**config.mk**
```make
export PLATFORM = sky130hd
export DESIGN_NAME = seq_datapath
export DESIGN_NICKNAME = d
export VERILOG_FILES = /design/src/rtl/seq_dp_pkg.sv /design/src/rtl/seq_dp_regfile.sv /design/src/rtl/seq_datapath.sv
export SDC_FILE = /design/constraint.sdc
export NUM_CORES = 1
export LEC_CHECK = 0
export CAP_MARGIN = 30
export CELL_PAD_IN_SITES_DETAIL_PLACEMENT = 1
export CELL_PAD_IN_SITES_GLOBAL_PLACEMENT = 2
export CORE_MARGIN = 2
export CORE_UTILIZATION = 44
export DETAILED_ROUTE_END_ITERATION = 7
export DONT_BUFFER_PORTS = 1
export PLACE_DENSITY = 0.9
export SETUP_SLACK_MARGIN = 0.05
export SLEW_MARGIN = 20
export SYNTH_ARGS = -nofsm -noshare
export SYNTH_HDL_FRONTEND = slang
export SYNTH_SLANG_ARGS = --single-unit
export TNS_END_PERCENT = 20
```
**constraint.sdc**
```tcl
create_clock -name clk -period 5 [get_ports clk]
set_clock_uncertainty 0.05 [all_clocks]
set_input_delay 1.5 -clock clk [delete_from_list [all_inputs] [get_ports clk]]
set_output_delay 1.5 -clock clk [all_outputs]
set_load 0.05 [all_outputs]
```
**src/rtl/seq_dp_pkg.sv**
```systemverilog
// Shared types and encodings for the sequenced datapath: FSM states,
// ALU operation codes and B-path shift codes.
package seq_dp_pkg;

  typedef enum logic [2:0] {
    IDLE  = 3'd0,
    LOADA = 3'd1,
    LOADB = 3'd2,
    EXEC  = 3'd3,
    WB    = 3'd4
  } state_e;

  localparam logic [1:0] ALU_ADD = 2'b00;
  localparam logic [1:0] ALU_SUB = 2'b01;
  localparam logic [1:0] ALU_AND = 2'b10;
  localparam logic [1:0] ALU_NOT = 2'b11;

  localparam logic [1:0] SH_NONE = 2'b00;
  localparam logic [1:0] SH_LSL  = 2'b01;
  localparam logic [1:0] SH_LSR  = 2'b10;
  localparam logic [1:0] SH_ASR  = 2'b11;

endpackage

```
**src/rtl/seq_dp_regfile.sv**
```systemverilog
// Register file for seq_datapath: NREG x W, one synchronous write port that is
// cleared by reset, one operand read port and one debug read port (both
// combinational).
module seq_dp_regfile
  import seq_dp_pkg::*;
#(
  parameter int W    = 16,
  parameter int NREG = 8,
  localparam int RW  = $clog2(NREG)
) (
  input  logic          clk,
  input  logic          reset,
  input  logic          we,
  input  logic [RW-1:0] wa,
  input  logic [W-1:0]  wd,
  input  logic [RW-1:0] ra,
  output logic [W-1:0]  rdata,
  input  logic [RW-1:0] dbg_ra,
  output logic [W-1:0]  dbg_rdata
);

  logic [W-1:0] regs [NREG];

  // Storage: reset clears every register, otherwise write-back when enabled
  always_ff @(posedge clk) begin
    if (reset) begin
      for (int i = 0; i < NREG; i++) regs[i] <= '0;
    end else if (we) begin
      regs[wa] <= wd;
    end
  end

  assign rdata     = regs[ra];
  assign dbg_rdata = regs[dbg_ra];

endmodule

```
**src/rtl/seq_datapath.sv**
```systemverilog
// Sequenced datapath: a single start pulse carries Rd <- Rn op shift(Rm) or
// Rd <- immediate through IDLE/LOADA/LOADB/EXEC/WB and pulses done after
// write-back. Shifter and ALU are inline.
// Optional build macro SEQ_DP_NOWB_EN adds a nowb input that suppresses the
// register write of ALU commands (compare semantics).
module seq_datapath
  import seq_dp_pkg::*;
#(
  parameter int W    = 16,
  parameter int NREG = 8,
  localparam int RW  = $clog2(NREG)
) (
  input  logic          clk,
  input  logic          reset,
  input  logic          start,
  input  logic          imm_sel,
  input  logic [W-1:0]  imm_in,
  input  logic [1:0]    op,
  input  logic [1:0]    shift,
  input  logic [RW-1:0] rd,
  input  logic [RW-1:0] rn,
  input  logic [RW-1:0] rm,
`ifdef SEQ_DP_NOWB_EN
  input  logic          nowb,
`endif
  output logic          busy,
  output logic          done,
  output logic [W-1:0]  result,
  output logic          Z,
  output logic          N,
  output logic          V,
  input  logic [RW-1:0] dbg_rnum,
  output logic [W-1:0]  dbg_rdata
);

  // B-path shifter; lsl drops the MSB, lsr zero-fills, asr keeps the sign
  function automatic logic signed [W-1:0] shift_fn(input logic [1:0] sh,
                                                   input logic signed [W-1:0] b);
    logic signed [W-1:0] r;
    case (sh)
      SH_LSL:  r = {b[W-2:0], 1'b0};
      SH_LSR:  r = {1'b0, b[W-1:1]};
      SH_ASR:  r = b >>> 1;
      default: r = b;
    endcase
    return r;
  endfunction

  // ALU returning {overflow, result}; overflow only meaningful for add/sub
  function automatic logic [W:0] alu_fn(input logic [1:0] f,
                                        input logic signed [W-1:0] a,
                                        input logic signed [W-1:0] b);
    logic signed [W-1:0] c;
    logic                v;
    c = '0;
    v = 1'b0;
    case (f)
      ALU_ADD: begin
        c = a + b;
        v = (a[W-1] == b[W-1]) && (c[W-1] != a[W-1]);
      end
      ALU_SUB: begin
        c = a - b;
        v = (a[W-1] != b[W-1]) && (c[W-1] != a[W-1]);
      end
      ALU_AND: c = a & b;
      default: c = ~b;
    endcase
    return {v, c};
  endfunction

  state_e state_q, state_d;

  logic [1:0]    op_q, sh_q;
  logic [RW-1:0] rd_q, rn_q, rm_q;
  logic          imm_sel_q;
  logic [W-1:0]  imm_q;
  logic          nowb_q;

  logic signed [W-1:0] a_reg, b_reg, c_reg;
  logic signed [W-1:0] b_sh;
  logic [W:0]          alu_out;

  logic          cmd_cap, load_a, load_b, load_c, rf_we;
  logic [RW-1:0] rf_ra;
  logic [W-1:0]  rf_wd, rf_rdata;

  // State register and registered done pulse (set on the write-back edge)
  always_ff @(posedge clk) begin
    if (reset) begin
      state_q <= IDLE;
      done    <= 1'b0;
    end else begin
      state_q <= state_d;
      done    <= (state_q == WB);
    end
  end

  // Next-state: fixed walk for ALU commands, straight to WB for immediates
  always_comb begin
    state_d = state_q;
    case (state_q)
      IDLE:    if (start) state_d = imm_sel ? WB : LOADA;
      LOADA:   state_d = LOADB;
      LOADB:   state_d = EXEC;
      EXEC:    state_d = WB;
      WB:      state_d = IDLE;
      default: state_d = IDLE;
    endcase
  end

  // Output decode: datapath strobes, operand read address and write-back
  always_comb begin
    busy    = (state_q != IDLE);
    cmd_cap = (state_q == IDLE) && start;
    load_a  = (state_q == LOADA);
    load_b  = (state_q == LOADB);
    load_c  = (state_q == EXEC);
    rf_ra   = (state_q == LOADB) ? rm_q : rn_q;
    rf_wd   = imm_sel_q ? imm_q : c_reg;
    rf_we   = (state_q == WB) && (imm_sel_q || !nowb_q);
  end

  // Command capture while idle; these hold the whole operation until WB
  always_ff @(posedge clk) begin
    if (cmd_cap) begin
      op_q      <= op;
      sh_q      <= shift;
      rd_q      <= rd;
      rn_q      <= rn;
      rm_q      <= rm;
      imm_sel_q <= imm_sel;
      imm_q     <= imm_in;
    end
  end

`ifdef SEQ_DP_NOWB_EN
  // Compare-mode flag travels with the command
  always_ff @(posedge clk) begin
    if (cmd_cap) nowb_q <= nowb;
  end
`else
  assign nowb_q = 1'b0;
`endif

  assign b_sh    = shift_fn(sh_q, b_reg);
  assign alu_out = alu_fn(op_q, a_reg, b_sh);

  // Operand, result and flag registers; flags and C move only in EXEC
  always_ff @(posedge clk) begin
    if (reset) begin
      a_reg <= '0;
      b_reg <= '0;
      c_reg <= '0;
      Z     <= 1'b0;
      N     <= 1'b0;
      V     <= 1'b0;
    end else begin
      if (load_a) a_reg <= rf_rdata;
      if (load_b) b_reg <= rf_rdata;
      if (load_c) begin
        c_reg <= alu_out[W-1:0];
        Z     <= (alu_out[W-1:0] == '0);
        N     <= alu_out[W-1];
        V     <= alu_out[W];
      end
    end
  end

  assign result = c_reg;

  seq_dp_regfile #(
    .W    (W),
    .NREG (NREG)
  ) u_regfile (
    .clk       (clk),
    .reset     (reset),
    .we        (rf_we),
    .wa        (rd_q),
    .wd        (rf_wd),
    .ra        (rf_ra),
    .rdata     (rf_rdata),
    .dbg_ra    (dbg_rnum),
    .dbg_rdata (dbg_rdata)
  );

endmodule

```
### Yosys cells after proc, flatten, opt, wreduce, memory -nomap -nowiden

Memory sizes are Yosys's and may differ from the RTL's.
Index checks and enable logic that the tools add are counted.

| word-level totals | value |
|---|---|
| flip-flop bits (word level) | 85 |
| bits in latches | 0 |
| memory bits (writable) | 128 |
| bits in read-only memories | 0 |
| bits of input ports | 36 |
| output and inout port bits | 37 |
| memories | 1 |

| operators by class | value |
|---|---|
| $add $sub $neg | 2 |
| multiply operators | 0 |
| divide/modulo/power cells | 0 |
| $lt $le $gt $ge | 0 |
| equal/unequal tests | 14 |
| shift operators | 0 |
| multiplexer cells | 16 |
| bitwise logic cells | 2 |
| reduce and logical (&&, ||, !) cells | 8 |

Memories:

| name | words | bits a word | rd ports | clocked after memory_dff | wr ports | line | text |
|---|---|---|---|---|---|---|---|
| u_regfile.regs | 8 | 16 | 2 | 0 | 8 | seq_dp_regfile.sv:22 | `logic [W-1:0] regs [NREG];` |

Operator list:

| kind | count |
|---|---|
| one-hot mux 16 bit (3 select lines) | 2 |
| 2-to-1 mux 16 bit | 2 |
| adder 16 bit | 1 |
| AND 16 bit | 1 |
| zero test 16 bit | 1 |
| NOT 16 bit | 1 |
| OR reduction 16 bit | 1 |
| subtractor 16 bit | 1 |
| 2-to-1 mux 3 bit | 4 |
| one-hot mux 3 bit (4 select lines) | 1 |
| equality test 2 bit, second input constant | 3 |
| equality test 3 x 2 -> 1 bit, second input constant | 2 |
| 2-to-1 mux 1 bit | 6 |
| equality test 2 x 1 -> 1 bit, second input constant | 2 |
| equality test 3 x 1 -> 1 bit, second input constant | 1 |
| equality test 3 bit, second input constant | 1 |
| logical AND 1 bit | 3 |
| zero test 3 bit | 1 |
| != test 1 bit | 3 |
| nonzero test 3 bit | 1 |
| zero test 2 bit | 1 |
| != test 2 bit, second input constant | 1 |
| one-hot mux 1 bit (2 select lines) | 1 |
| equality test 1 bit | 1 |

### Longest topological paths before layout

Gate-level depths: netlist of run 1.

| depth | value |
|---|---|
| depth after elaboration | 6 |
| depth in mapped cells | 18 |

### Modules after synthesis

A second synthesis of run 1 with hierarchy kept.

| second synthesis, totals | value |
|---|---|
| cell total of the unflattened synthesis | 1100 |
| area, all modules | 12525.8 sq um |

Modules (own cells, without submodules):

| module | instances | cells each | area an instance (sq um) | seq. area each (sq um) |
|---|---|---|---|---|
| seq_dp_regfile | 1 | 430 | 6999.2 | 3843.7 |
| seq_datapath | 1 | 670 | 5526.6 | 1981.9 |

### Least setup slack after synthesis of run 1

OpenSTA, ideal clock, no wires.

| path | value |
|---|---|
| path kind | in2out |
| start | input port dbg_rnum[0] |
| end | output port dbg_rdata[0] |
| arrival | 3.206 ns |
| setup slack | 0.244 ns |
| stages on the path | 4 |
| path through | clkbuf_1 -> buf_1 -> mux4_2 -> mux2_2 |

| on the way | value |
|---|---|
| longest elaborated chain between the ends | 1 |

Ends and longest elaborated chain:

| what | line | text |
|---|---|---|
| start: declaration | seq_datapath.sv:32 | `input logic [RW-1:0] dbg_rnum,` |
| memory read (8 x 16 bit) | n/a |  |
| end: declaration | seq_datapath.sv:33 | `output logic [W-1:0] dbg_rdata` |

Every way passes these cells.

### Final worst setup path of run 1

| path | value |
|---|---|
| start | register sh_q[0] |
| end | register Z |

| on the way | value |
|---|---|
| longest elaborated chain between the ends | 5 |
| elaborated cells on any way between the ends | 10 |
| classes of those cells | add/sub (2); eq/ne (3); mux (2); bitwise (2); reduce/logical (1) |

Ends and longest elaborated chain:

| what | line | text |
|---|---|---|
| start: declaration | seq_datapath.sv:74 | `logic [1:0] op_q, sh_q;` |
| start signal: assignment | seq_datapath.sv:128 | `sh_q <= shift;` |
| equality test 2 bit or equality test 2 x 1 -> 1 bit (tied branches) | seq_datapath.sv:40 | `case (sh)` |
| one-hot mux 16 bit (3 select lines) (*) | seq_datapath.sv:40 |  |
| subtractor 16 bit (tied with other cells) | seq_datapath.sv:63 | `c = a - b;` |
| one-hot mux 16 bit (3 select lines) (*) | seq_datapath.sv:57 | `case (f)` |
| zero test 16 bit (*) | seq_datapath.sv:163 | `Z <= (alu_out[W-1:0] == '0);` |
| end signal: assignment | seq_datapath.sv:163 |  |
| end: declaration | seq_datapath.sv:29 | `output logic Z,` |

Every way passes the cells marked *; elsewhere a longest branch is shown, timed or not.
A chain may end at the register's enable or synchronous reset.

==> results of run 1 <==
[synth_stat cells (3+ instances only)]
| master | n | area (um2) |
|---|---|---|
| a31oi_1 | 3 | 18.8 |
| nand2b_1 | 5 | 31.3 |
| mux2i_1 | 52 | 521 |
| nand2_1 | 57 | 214 |
| nor3b_1 | 3 | 22.5 |
| dfxtp_1 | 54 | 1080 |
| nor4_1 | 4 | 25.0 |
| o21ai_1 | 8 | 40.0 |
| a21o_1 | 5 | 37.5 |
| a21oi_1 | 40 | 200 |
| edfxtp_1 | 158 | 4740 |
| a211oi_1 | 45 | 338 |
| nand3_1 | 6 | 30.0 |
| nor3_1 | 9 | 45.0 |
| ha_1 | 35 | 438 |
| buf_4 | 9 | 67.6 |
| o21ai_0 | 19 | 95.1 |
| o21a_1 | 4 | 30.0 |
| mux4_2 | 66 | 1490 |
| xnor2_1 | 13 | 114 |
| mux2_2 | 19 | 214 |
| o31ai_1 | 4 | 30.0 |
| nor2b_1 | 8 | 50.1 |
| buf_2 | 9 | 45.0 |
| nor2_1 | 196 | 736 |
| buf_1 | 6 | 22.5 |
| inv_1 | 32 | 120 |
| o21bai_1 | 3 | 22.5 |
| clkbuf_1 | 44 | 165 |
| xor2_1 | 4 | 35.0 |
[critical path, cell delays in order, from the launching register on]
cell	delay (ps)
edfxtp_1	860
mux2_1	390
mux2i_1	440
fa_1	320
nand2b_1	90
a2111oi_1	550
o21ai_1	230
a21boi_1	190
o22ai_1	120
xnor2_1	160
a21oi_1	220
nand2_1	70
or4_1	510
o31ai_2	190
[per-layer routing]
layer  up-vias  share of wire [%]  GRT usage, %
met5         -                  0             0
met4         0                2.4          8.17
met3        68                7.3          4.72
met2       324                 50          42.1
met1      4153                 40          31.5
li1       3614                  -             -
[worst paths after layout]
kind / from / endpoint / slack, ps / depth (start not counted)
hold / removal: b_reg[0] / b_reg[0] / 480 / 2
hold reg to reg: b_reg[0] / b_reg[0] / 480 / 2
setup reg to reg: sh_q[0] / Z / 520 / 13
setup / recovery: sh_q[0] / Z / 520 / 13
[final cells by class]
cell class / instances / area share [%]
multi-input combinational: 663 / 41.6
timing repair buffer: 33 / 2.53
inverter: 35 / 1.03
sequential: 212 / 45.6
clock inverter: 9 / 0.558
clock buffer: 35 / 5.40
tap: 335 / 3.28
[cell families after synthesis]
family,count (synthesis),synth area share (%)
simple gates,303,11.0
flops,212,50.5
compound gates,167,9.85
mux,139,19.5
buf+inv,103,3.74
fa+ha+maj,37,4.14
xor+xnor,17,1.29
[where the power goes]
part	internal (uW)	switching, uW	total, uW
Clock	1010	692	1700
Sequential	1980	89.5	2070
Combinational	384	566	950
[metrics by stage]
stage / cell area, um2 / std cells / util, %
final: 12800 / 1322 / 49.3
after global routing: 12800 / 1322 / 49.3
after CTS: 12800 / 1321 / 49.2
after detailed placement: 12000 / 1277 / 46.3
after global placement: 11900 / 1273 / 46.0
after floorplan: 11500 / 978 / -
==> results_dict.tcl, run 1 <==
set metrics [dict create \
    synth.yosys.seq_area_share_pct 50.5 \
    max_slew_margin_pct 35.2 \
    fin_ws_ps 517 \
    gp_congestion 0.834 \
    hold_path.class "register to register" \
    synth_edf_count 158 \
    path_clk_slew_ps 60 \
    ys_warn_count 0 \
    dr.pass1.iters 5 \
    num_vias 8159 \
    worst_pin_slew_ps 945 \
    chipWidth_um 166 \
    synthToLayoutAreaGrowth_pct 10.8 \
    grt_pass1_wl_mm 52.4 \
    ant_nets 0 \
    regArea_um2 5830 \
    cts_buffers 24 \
    ys_ff_latch 212 \
    insertion_delay_ps 520 \
    start_util_pct 44.5 \
    worstPathArrival_ps 4870 \
    required_ps 5380 \
    drc 0 \
    viasPerCell 6.17 \
    top_register "u_regfile.regs" \
    cp-start-kind "register" \
    die_y_um 166 \
    mostFrequentLayoutCell "nor2_1" \
    p_leak_uw 0.00461 \
    track_usage_pct 24.6 \
    grt_pass1_vias 8631 \
    largest_reg_flops 128 \
    drive_above_1_share_pct 16.6 \
    cts_tree "done" \
    period_share_pct 89.7 \
    post_cts_buffers 0 \
    synth.avg_cell_area_um2 11.8 \
    dp_hpwl_mm 23.6 \
    multiInputGateArea_um2 5320 \
    rsz0062_at_grt "false" \
    drt_iter0_drc 604 \
    netlist_area_um2 11500 \
    wirelength_mm 33.9 \
    pre_cts_slack_ps 565 \
    dieArea_um2 27500 \
    hold_buffers 0 \
    htree_levels 1 \
    grt_overflow_total 0 \
    synthCells 978 \
    synth_nets 1051 \
    final-max-slew-violation-count 0 \
    finalHoldViolations 0 \
    fin_crit_ps 4480 \
    worst_setup_path_end_kind "register" \
    ios 73 \
    power.total_uw 4720 \
    ys_async_sr_fraction_pct 0 \
    powerDensity_nw_per_um2 369 \
    cts_resized 0 \
    ir_drop_uv 325 \
    grt_max_degree 55 \
    rows 59 \
    layout_common_cells "nor2_1, edfxtp_1, mux4_2, nand2_1, dfxtp_1" \
    nNetsFinal 1042 \
    synth_cell_types 72 \
    clock_sinks 212 \
    status "finished clean" \
    crit_fanout 17 \
    core_region_area_um2 25900 \
    numPortBuffers 0 \
    wire_per_inst_um 25.7 \
    cts_buffer_depth 3 \
    cts-root-buf "clkbuf_16" \
    setup_tns_ps 0 \
    whs_ps 481 \
    fmax_mhz 223 \
    antenna_found_initial 0 \
    critPathKind "register to register" \
    num_antenna_cells 0 \
    synth_ff_type "edfxtp_1" \
    drv_cap 0 \
    setup-violations-final 0 \
    fillers 2673 \
]
Power figures use the tool's default switching activity.
==> run 2, diff against run 1 <==
Settings changed: CTS_CLUSTER_DIAMETER set to 80.
==> results of run 2 <==
Same layout as run 1: the final DEF is identical, and so are final timing and power.
